<file path="src/rtl/master_queue_port.sv">
// Queued bus master: buffers read/write commands in a FIFO and issues them one at a time on the crossbar master bus.
// Optional ack watchdog enabled by defining MQP_TIMEOUT_EN.
module master_queue_port #(
  parameter int unsigned pDepth   = 4,
  parameter int unsigned pTimeout = 16
) (
  input  logic                       iClk,
  input  logic                       iRst,
  input  logic                       iCmd_valid,
  output logic                       oCmd_ready,
  input  logic [31:0]                iCmd_addr,
  input  logic [31:0]                iCmd_wdata,
  input  logic                       iCmd_oper,
  output logic                       oRsp_valid,
  output logic [31:0]                oRsp_rdata,
  output logic                       oRsp_oper,
  output logic                       oRsp_err,
  output logic [$clog2(pDepth):0]    oLevel,
  output logic                       master_req,
  output logic [31:0]                master_addr,
  output logic                       master_cmd,
  output logic [31:0]                master_wdata,
  input  logic                       master_ack,
  input  logic [31:0]                master_rdata
);

  localparam int unsigned PTR_W = $clog2(pDepth);
  localparam int unsigned LVL_W = PTR_W + 1;

  typedef struct packed {
    logic [31:0] addr;
    logic [31:0] wdata;
    logic        oper;
  } cmd_t;

  typedef enum logic [1:0] {S_IDLE, S_REQ, S_GAP} state_t;

  cmd_t             r_mem [pDepth];
  logic [PTR_W-1:0] r_wr_ptr;
  logic [PTR_W-1:0] r_rd_ptr;
  logic [LVL_W-1:0] r_count;
  state_t           r_state;

  logic        r_rsp_valid;
  logic [31:0] r_rsp_rdata;
  logic        r_rsp_oper;
  logic        r_rsp_err;
  logic        r_req;
  logic [31:0] r_addr;
  logic        r_cmd;
  logic [31:0] r_wdata;

  logic w_push;
  logic w_pop;
  logic w_timeout;
  cmd_t w_in;
  cmd_t w_head;

  // Ready depends only on the registered count, so a full FIFO refuses even when popping.
  assign oCmd_ready = (r_count != LVL_W'(pDepth));
  assign w_push     = iCmd_valid && oCmd_ready;
  assign w_pop      = (r_state != S_REQ) && (r_count != '0);
  assign w_in       = '{addr: iCmd_addr, wdata: iCmd_wdata, oper: iCmd_oper};
  assign w_head     = r_mem[r_rd_ptr];

`ifdef MQP_TIMEOUT_EN
  localparam int unsigned TO_W = $clog2(pTimeout + 1);
  logic [TO_W-1:0] r_tcnt;

  assign w_timeout = (r_tcnt == TO_W'(pTimeout - 1));

  // Counts REQ cycles without ack; cleared whenever a command enters REQ.
  always_ff @(posedge iClk) begin
    if (iRst) begin
      r_tcnt <= '0;
    end else if (w_pop) begin
      r_tcnt <= '0;
    end else if (r_state == S_REQ && !master_ack) begin
      r_tcnt <= r_tcnt + TO_W'(1);
    end
  end
`else
  logic [31:0] w_unused_timeout;
  assign w_unused_timeout = 32'(pTimeout);
  assign w_timeout        = 1'b0;
`endif

  always_ff @(posedge iClk) begin
    if (w_push) begin
      r_mem[r_wr_ptr] <= w_in;
    end
  end

  always_ff @(posedge iClk) begin
    if (iRst) begin
      r_state     <= S_IDLE;
      r_wr_ptr    <= '0;
      r_rd_ptr    <= '0;
      r_count     <= '0;
      r_rsp_valid <= 1'b0;
      r_rsp_rdata <= '0;
      r_rsp_oper  <= 1'b0;
      r_rsp_err   <= 1'b0;
      r_req       <= 1'b0;
      r_addr      <= '0;
      r_cmd       <= 1'b0;
      r_wdata     <= '0;
    end else begin
      r_rsp_valid <= 1'b0;
      if (w_push) r_wr_ptr <= r_wr_ptr + PTR_W'(1);
      if (w_pop)  r_rd_ptr <= r_rd_ptr + PTR_W'(1);
      r_count <= r_count + LVL_W'(w_push) - LVL_W'(w_pop);

      case (r_state)
        S_IDLE, S_GAP: begin
          if (w_pop) begin
            r_req   <= 1'b1;
            r_addr  <= w_head.addr;
            r_wdata <= w_head.wdata;
            r_cmd   <= w_head.oper;
            r_state <= S_REQ;
          end else begin
            r_state <= S_IDLE;
          end
        end
        S_REQ: begin
          // Ack takes priority over a watchdog expiry in the same cycle.
          if (master_ack) begin
            r_req       <= 1'b0;
            r_rsp_valid <= 1'b1;
            r_rsp_oper  <= r_cmd;
            r_rsp_rdata <= r_cmd ? 32'h0 : master_rdata;
            r_rsp_err   <= 1'b0;
            r_state     <= S_GAP;
          end else if (w_timeout) begin
            r_req       <= 1'b0;
            r_rsp_valid <= 1'b1;
            r_rsp_oper  <= r_cmd;
            r_rsp_rdata <= 32'h0;
            r_rsp_err   <= 1'b1;
            r_state     <= S_GAP;
          end
        end
        default: r_state <= S_IDLE;
      endcase
    end
  end

  assign oLevel       = r_count;
  assign oRsp_valid   = r_rsp_valid;
  assign oRsp_rdata   = r_rsp_rdata;
  assign oRsp_oper    = r_rsp_oper;
  assign oRsp_err     = r_rsp_err;
  assign master_req   = r_req;
  assign master_addr  = r_addr;
  assign master_cmd   = r_cmd;
  assign master_wdata = r_wdata;

endmodule

</file>
<file path="config.mk">
export PLATFORM = sky130hd
export DESIGN_NAME = master_queue_port
export DESIGN_NICKNAME = d
export VERILOG_FILES = /design/src/rtl/master_queue_port.sv
export SDC_FILE = /design/constraint.sdc
export NUM_CORES = 1
export LEC_CHECK = 0
export CORE_ASPECT_RATIO = 0.6
export CORE_MARGIN = 4
export CORE_UTILIZATION = 48
export DETAILED_ROUTE_END_ITERATION = 10
export PLACE_DENSITY = 0.85
export SYNTH_ARGS = -nofsm -noshare
export SYNTH_HDL_FRONTEND = slang
export SYNTH_SLANG_ARGS = --single-unit
</file>
<file path="constraint.sdc">
create_clock -name iClk -period 2.7 [get_ports iClk]
set_input_delay 0.54 -clock iClk [delete_from_list [all_inputs] [get_ports iClk]]
set_output_delay 0.54 -clock iClk [all_outputs]
set_load 0.03 [all_outputs]
</file>
# After elaboration in Yosys (flattened, before gate mapping)
# Memory sizes are Yosys's and may differ from the RTL's. A register that Yosys moved wholly into a read port is not among the register bits.
# Cells that the tools add are included.
[classes]
n_eq_ne = 6
n_mux = 10
n_addsub = 4
bitwise_logic = 1
n_reduce_logical = 10
[ops]
columns = ["operator", "n"]
rows = [
  ["32-bit 2-to-1 mux", 1],
  ["1-bit 2-to-1 mux", 6],
  ["2-bit by 1-bit adder with 2-bit output, second input constant", 2],
  ["2-bit != test, second input constant", 2],
  ["2-bit one-hot mux with 2 select lines", 1],
  ["2-bit AND reduction", 2],
  ["2-bit OR reduction", 2],
  ["3-bit by 1-bit adder with 3-bit output", 1],
  ["3-bit != test, second input constant", 1],
  ["3-bit AND reduction", 1],
  ["3-bit nonzero test", 1],
  ["3-bit by 1-bit subtractor with 3-bit output", 1],
  ["2-bit by 1-bit equality test with 1-bit output, second input constant", 1],
  ["2-bit equality test, second input constant", 1],
  ["1-bit logical AND", 2],
  ["2-bit logical NOT", 1],
  ["2-bit 2-to-1 mux", 1],
  ["2-bit by 1-bit != test with 1-bit output, second input constant", 1],
  ["1-bit one-hot mux with 2 select lines", 1],
  ["2-bit nonzero test", 1],
  ["1-bit inverter", 1],
]
[totals]
inputBits = 101
regBits = 44
mem_bits_rw = 260
memories = 1
[memory_table]
columns = ["name", "depth", "word_bits", "read_ports", "rd_clocked_by_memory_dff", "write_ports", "line", "source"]
rows = [
  ["r_mem", 4, 65, 1, 1, 1, "38", "cmd_t r_mem [pDepth];"],
]

# Logic depth before layout (Yosys ltp)
# Gate-level depths: netlist (run 1).
[logic_depth]
ltp_word = 4
mapped_depth = 10
depth_no_buf = 9

# Least setup slack after synthesis (run 1)
# Ideal clock, no wire load.
[synth_path]
path_kind = "register to register"
from = "reg r_count[1], in the netlist oLevel[1]"
to = "mem r_mem[2][0] in the netlist's numbering, enable pin"
setup_time_ps = 430
setup_slack_ps = -579
path_buffers = 1
path_stages_with_launch = 4
required_ps = 2270
arrival_time_ps = 2849
period_less_slack_ps = 3279
path_cell_list = "dfxtp_1 -> or3b_1 -> clkbuf_1 -> and3_1"
[synth_between]
elab_chain_cells = 4
[synth_rtl]
columns = ["item", "line", "source"]
rows = [
  ["start, declared", "41", "logic [LVL_W-1:0] r_count;"],
  ["start signal, assigned", "112", "r_count <= r_count + LVL_W'(w_push) - LVL_W'(w_pop);"],
  ["3-bit != test", "60", "assign oCmd_ready = (r_count != LVL_W'(pDepth));"],
  ["named net oCmd_ready", "10", "output logic oCmd_ready,"],
  ["1-bit logical AND", "61", "assign w_push = iCmd_valid && oCmd_ready;"],
  ["1-bit 2-to-1 mux", "89", "if (w_push) begin"],
  ["1-bit 2-to-1 mux (implied by the code)", "90", "r_mem[r_wr_ptr] <= w_in;"],
  ["end, declared", "38", ""],
]
# The timed path passes the listed nets, and every way through them passes these cells.

# Worst setup path after layout (run 1)
[layout_path]
from = "reg r_count[2], in the netlist oLevel[2]"
to = "reg r_count[2], in the netlist oLevel[2]"
[layout_between]
elab_chain_cells = 4
[layout_rtl]
columns = ["item", "line"]
rows = [
  ["3-bit != test", "60"],
  ["1-bit logical AND", "61"],
  ["3-bit by 1-bit adder with 3-bit output", "112"],
  ["3-bit by 1-bit subtractor with 3-bit output (*)", "112"],
]
# Every way passes the cells marked *; elsewhere a longest branch is shown, timed or not.
# A chain may end at the register's enable or synchronous reset.

==> results of run 1 <==
[path summary, 6_finish.rpt]
kind,to,cells after the start,startpoint
max,oLevel[2],9,oLevel[2]
min,oRsp_rdata[21],2,oRsp_rdata[21]
min reg2reg,oRsp_rdata[21],2,oRsp_rdata[21]
max reg2reg,oLevel[2],9,oLevel[2]
[per-stage QoR]
stage,cells,util
after floorplan,696,-
after global placement,1230,0.587
after detailed placement,1230,0.587
after CTS,1292,0.628
after global routing,1292,0.628
final,1292,0.628
[power breakdown]
part	leakage [nW]	internal [W]	switching (W)	total (W)
Combinational	1.72	0.00250	0.00277	0.00527
Sequential	3.28	0.00700	0.000564	0.00757
Clock	0.545	0.00269	0.00205	0.00474
Total	5.54	0.0122	0.00539	0.0176
[final cells by class]
cell class,instances,area (µm²)
clock buffers,39,890
inverters,6,22.5
clock inverters,23,219
well taps,360,450
multi-input cells,274,2920
flip-flops and latches,369,10000
repair buffers,221,2270
fillers,1849,9930
[routing by layer]
layer,vias up,global-route usage,wire length [µm],part of all wire
li1,3189,-,-,-
met1,3573,0.251,12100,0.44
met2,231,0.277,12900,0.47
met3,54,0.0466,1770,0.065
met4,6,0.0499,568,0.021
met5,-,0,40,0.0015
[placed cells by master, fill, tap and decap left out, types with 4 or more instances in the layout]
cell               n
edfxtp_1         260
clkdlybuf4s50_1  203
dfxtp_1          107
mux4_2            65
a22o_1            65
a21oi_1           39
nand2_1           36
clkbuf_16         34
nand3b_1          33
buf_4              9
clkinv_2           8
buf_12             8
inv_1              6
ha_1               6
nor2_1             4
and3_4             4
[timing repair]
item,4_1_cts,5_1_grt
gates resized for setup,0,1
buffers inserted,0,0
hold endpoints to repair,0,0
endpoints found under the setup margin,0,1
[cells by family after synthesis]
logic type,Yosys count
simple gates,90
flops,369
mux,65
compound gates,109
xor+xnor,2
fa+ha+maj,7
buf+inv,53
other cells,1
[state kept, by name (all words and copies together) (netlist names)]
register,flops
r_state,2
oRsp_valid,1
master_addr,32
r_rd_ptr,2
master_req,1
master_wdata,32
r_mem,260
oLevel,3
master_cmd,1
oRsp_oper,1
oRsp_rdata,32
r_wr_ptr,2
[worst reg2reg max path, stage by stage, from the launching register on]
cell,delay [ns]
dfxtp_1,0.42
or3b_1,0.53
nand2_1,0.13
ha_1,0.14
inv_1,0.05
ha_1,0.19
fa_1,0.41
xnor2_1,0.20
xnor2_1,0.14
nor2_1,0.05
==> summary.md, run 1 <==
| Metric | Value |
|---|---|
| Status | completed |
| Clock Path Buffers | 3 |
| Worst Max-Slew Pin Slew | 1.02 ns |
| Vias in the first global route | 7,365 |
| HPWL after DPL | 16.7 mm |
| Htree depth | 2 |
| Clock latency on the worst-skew pair | 0.51 ns |
| Post-route ant nets | 0 |
| Remaining Overflow, GRT | 0 |
| Most used DFF post-synth | edfxtp_1 |
| CTS tree | done |
| Inserted Diodes | 0 |
| Initial antenna violation count | 3 |
| Commonest cells post-synth | edfxtp_1, dfxtp_1, a22o_1, mux4_2, a21oi_1 |
| Tmin final | 2.38 ns |
| Pleak | 5.54 nW |
| Hold buffer count at cts | 0 |
| Count of unique library cells instantiated by Yosys | 34 |
| CP startpoint kind | flip-flop |
| Total wire length | 27.4 mm |
| Post-synthesis mux area share | 0.111 |
| Critical Setup Path Class | flip-flop to flip-flop |
| Post-synthesis adder-cell area fraction | 0.00721 |
| Critical path arrival | 2.77 ns |
| Layout cell share with drive strength beyond 1 | 0.159 |
| Worst-path cell chain | or3b_1, nand2_1, ha_1, inv_1, ha_1, fa_1, xnor2_1, xnor2_1, nor2_1 |
| Power Total | 0.0176 W |
| Worst-path clk slew | 0.07 ns |
| Post-Syn Instances | 696 |
| Fin nets | 1,014 |
| Power Density | 1050 mW/mm² |
| Maxcap violations | 0 |
| Skew final | 0.0284 ns |
| GRT Resource Usage Total | 0.178 |
| DR vias/cell | 5.46 |
| Slew margin rel. | 0.320 |
| Post-synth ARST share | 0 |
| Post-Synth Simple-Gate Area | 0.0387 |
| R2r setup slk | 0.32 ns |
| Worst hold path class | flip-flop to flip-flop |
| Crit-path max FO | 10 |
| Synth Area per Inst | 18.9 µm² |
| Via count | 7,053 |
| Largest net degree at the start of global routing | 68 |
| Ranking of synthesized cells by area | edfxtp_1, dfxtp_1, mux4_2 |
| Post-route setup TNS | 0 ns |
| Pre-CTS setup slack | 0.204 ns |
| Slowest CP cell | or3b_1 |
| Worst vdd ir | 0.000716 V |
| Clock root cell | clkbuf_16 |
| PortBufs | 204 |
| WHS | 0.450 ns |
| Row count | 46 |
| Critical Path Sink Type | flip-flop |
| Final hold violations | 0 |
| TritonCTS sink count | 369 |
| Post-synth EDFFs | 260 |
| Initial Util | 0.494 |
| Die W | 222 µm |
| Fin worst setup slack | 0.321 ns |
| Drt pass-1 iters | 5 |
| Post-Synth XOR/XNOR Area | 0.00133 |
| Synth Net Count | 804 |
| Top Ports | 206 |
| Core area | 0.0267 mm² |
| Cell taking the most area after synthesis | edfxtp_1 |
| CTS buffer count | 34 |
| Crit-path max cell delay | 0.53 ns |
| First-pass GRT wire length | 42.0 mm |
| Crit share post-route | 0.881 |
| Synthesized area | 0.0132 mm² |
| Largest family of logic cells by synthesized area | multiplexers |
| WP buf/inv | 1 |
| FMAX | 420 MHz |
| Height of the chip | 136 µm |
| DRC viols | 0 |
| WL/cell | 21.2 µm |
| Final setup vio count | 0 |
| Initial DRC Count | 514 |
| Post-synthesis compound-gate area fraction | 0.0608 |
| CP delay by family, top | adder cells |
| RSZ-0062 raised after global routing | false |
| Slew Viols, Final | 0 |
| Finished Cell Area | 0.0168 mm² |
| Most common cell in the synthesized netlist | edfxtp_1 |
| Syn-to-layout area delta | 27.3% |
| Seq/Total Area, Yosys | 0.758 |
| GPL Wtd Cong | 0.739 |
| CP required | 3.09 ns |
| Synth Warn # | 0 |
| Placed cell area | 0.0157 mm² |
| Seq cells post-synth | 369 |
| Synth top area share | 0.592 |
| Die ar. | 0.0303 mm² |
(Power assumes the default switching activity.)
==> run 2, diff against run 1 <==
PLACE_DENSITY = 0.83   (was 0.85)
==> summary.md, run 2 (synthesized netlist as in run 1, its figures left out) <==
| Metric | Value |
|---|---|
| Status | completed |
| Setup repair bufs after CTS | 0 |
| Finished Layout Cells | 1,286 |
| Sequential share of power | 0.442 |
| Worst hold path class | flip-flop to flip-flop |
| Pleak | 5.49 nW |
| Worst vdd ir | 0.000626 V |
| WL/cell | 21.3 µm |
| Critical path arrival | 2.76 ns |
| Hold buffer count at cts | 0 |
| DRC viols | 0 |
| Gate power share | 0.303 |
| FMAX | 429 MHz |
| Clk pwr share | 0.255 |
| Max reg flops | 260 |
| Clock Path Buffers | 3 |
| Post-route ant nets | 0 |
| Most frequent cells in the layout | edfxtp_1, clkdlybuf4s50_1, dfxtp_1 |
| Commonest non-fill, non-tap cell in the layout | edfxtp_1 |
| Net Switching | 0.00527 W |
| Maxcap violations | 0 |
| Row count | 46 |
| Critical Path Sink Type | flip-flop |
| Power Density | 1030 mW/mm² |
| Worst Max-Slew Pin Slew | 1.05 ns |
| Clock root cell | clkbuf_16 |
| Slew Viols, Final | 0 |
| Syn-to-layout area delta | 26.6% |
| Crit-path max FO | 10 |
| Internal | 0.0120 W |
| Post-route setup TNS | 0 ns |
| First-pass GRT wire length | 41.9 mm |
| CTS tree | done |
| Post-cts sizing count | 0 |
| DR vias/cell | 5.42 |
| Inserted Diodes | 0 |
| CP startpoint kind | flip-flop |
| Initial Util | 0.494 |
| Cells after DPL | 1,229 |
| Initial antenna violation count | 0 |
| Crit share post-route | 0.863 |
| TritonCTS sink count | 369 |
| Clock latency on the worst-skew pair | 0.57 ns |
| Die ar. | 0.0303 mm² |
| Via count | 6,972 |
| Final hold violations | 0 |
| Critical Setup Path Class | flip-flop to flip-flop |
| CP required | 3.13 ns |
| RSZ-0062 raised after global routing | false |
| Core area | 0.0267 mm² |
| Fin nets | 1,010 |
| Largest Register | r_mem |
| Final setup vio count | 0 |
| Switch share | 0.305 |
| Layout cell share with drive strength beyond 1 | 0.151 |
| Slew margin rel. | 0.302 |
| PortBufs | 204 |
| Worst-path clk slew | 0.07 ns |
| Height of the chip | 136 µm |
| Top Ports | 206 |
| Largest net degree at the start of global routing | 68 |
| Remaining Overflow, GRT | 0 |
| Fin util | 0.625 |
| Htree depth | 1 |
| Power Total | 0.0173 W |
| Number of fill cells | 1,880 |
| Tmin final | 2.33 ns |
| GPL Wtd Cong | 0.721 |
| HPWL after DPL | 16.3 mm |
| CTS buffer count | 31 |
| GRT Resource Usage Total | 0.177 |
| Vias in the first global route | 7,155 |
| Drt pass-1 iters | 5 |
| Die W | 222 µm |
| Total wire length | 27.4 mm |
| Skew final | 0.0197 ns |
| Initial DRC Count | 579 |
-- run 2: worst paths after layout --
kind | from | to | slack, ns | cells past startpoint
min | oRsp_rdata[15] | oRsp_rdata[15] | 0.45 | 2
max reg2reg | oLevel[2] | oLevel[2] | 0.37 | 9
max | oLevel[2] | oLevel[2] | 0.37 | 9
min reg2reg | oRsp_rdata[15] | oRsp_rdata[15] | 0.45 | 2
-- run 2: power by group through the flow --
stage	Sequential (W)	Combinational [W]	Clock [W]
floorplan	0.00849	0.00257	0
global placement	0.00772	0.00521	0
detailed placement	0.00775	0.00528	0
CTS	0.00765	0.00531	0.00450
global route	0.00775	0.00557	0.00475
finish	0.00763	0.00524	0.00441
-- run 2: through the flow --
stage / hold WS (ns) / setup WS [ns] / instance area, µm²
after CTS: 0.452 / 0.00200 / 16700
after detailed placement: 0.443 / 0.162 / 15700
final: 0.450 / 0.370 / 16700
after global placement: 0.438 / 0.201 / 15700
after floorplan: 0.552 / 0.0624 / 13200
after global routing: 0.468 / 0.213 / 16700
-- run 2: critical path, cell delays in order, from the launching register on --
cell	delay [ns]
dfxtp_1	0.39
or3b_1	0.52
nand2_1	0.13
ha_1	0.14
inv_1	0.04
ha_1	0.19
fa_1	0.40
xnor2_1	0.19
xnor2_1	0.15
nor2_1	0.06
-- run 2: area by class of cell --
cell class	count	area, µm²	area share
Multi-Input combinational cell	274	2920	0.175
Clock buffer	47	937	0.0562
Tap cell	360	450	0.0270
Clock inverter	10	80.1	0.00480
Inverter	6	22.5	0.00135
Timing Repair Buffer	220	2280	0.136
Sequential cell	369	10000	0.599
-- run 2: metal layers --
layer,routed length (µm),GRT usage,share of wire,up-vias
met5,0,0,0,-
met4,454,0.0365,0.017,0
met3,1590,0.0380,0.058,39
met2,13000,0.280,0.47,215
met1,12400,0.260,0.45,3545
li1,-,-,-,3173
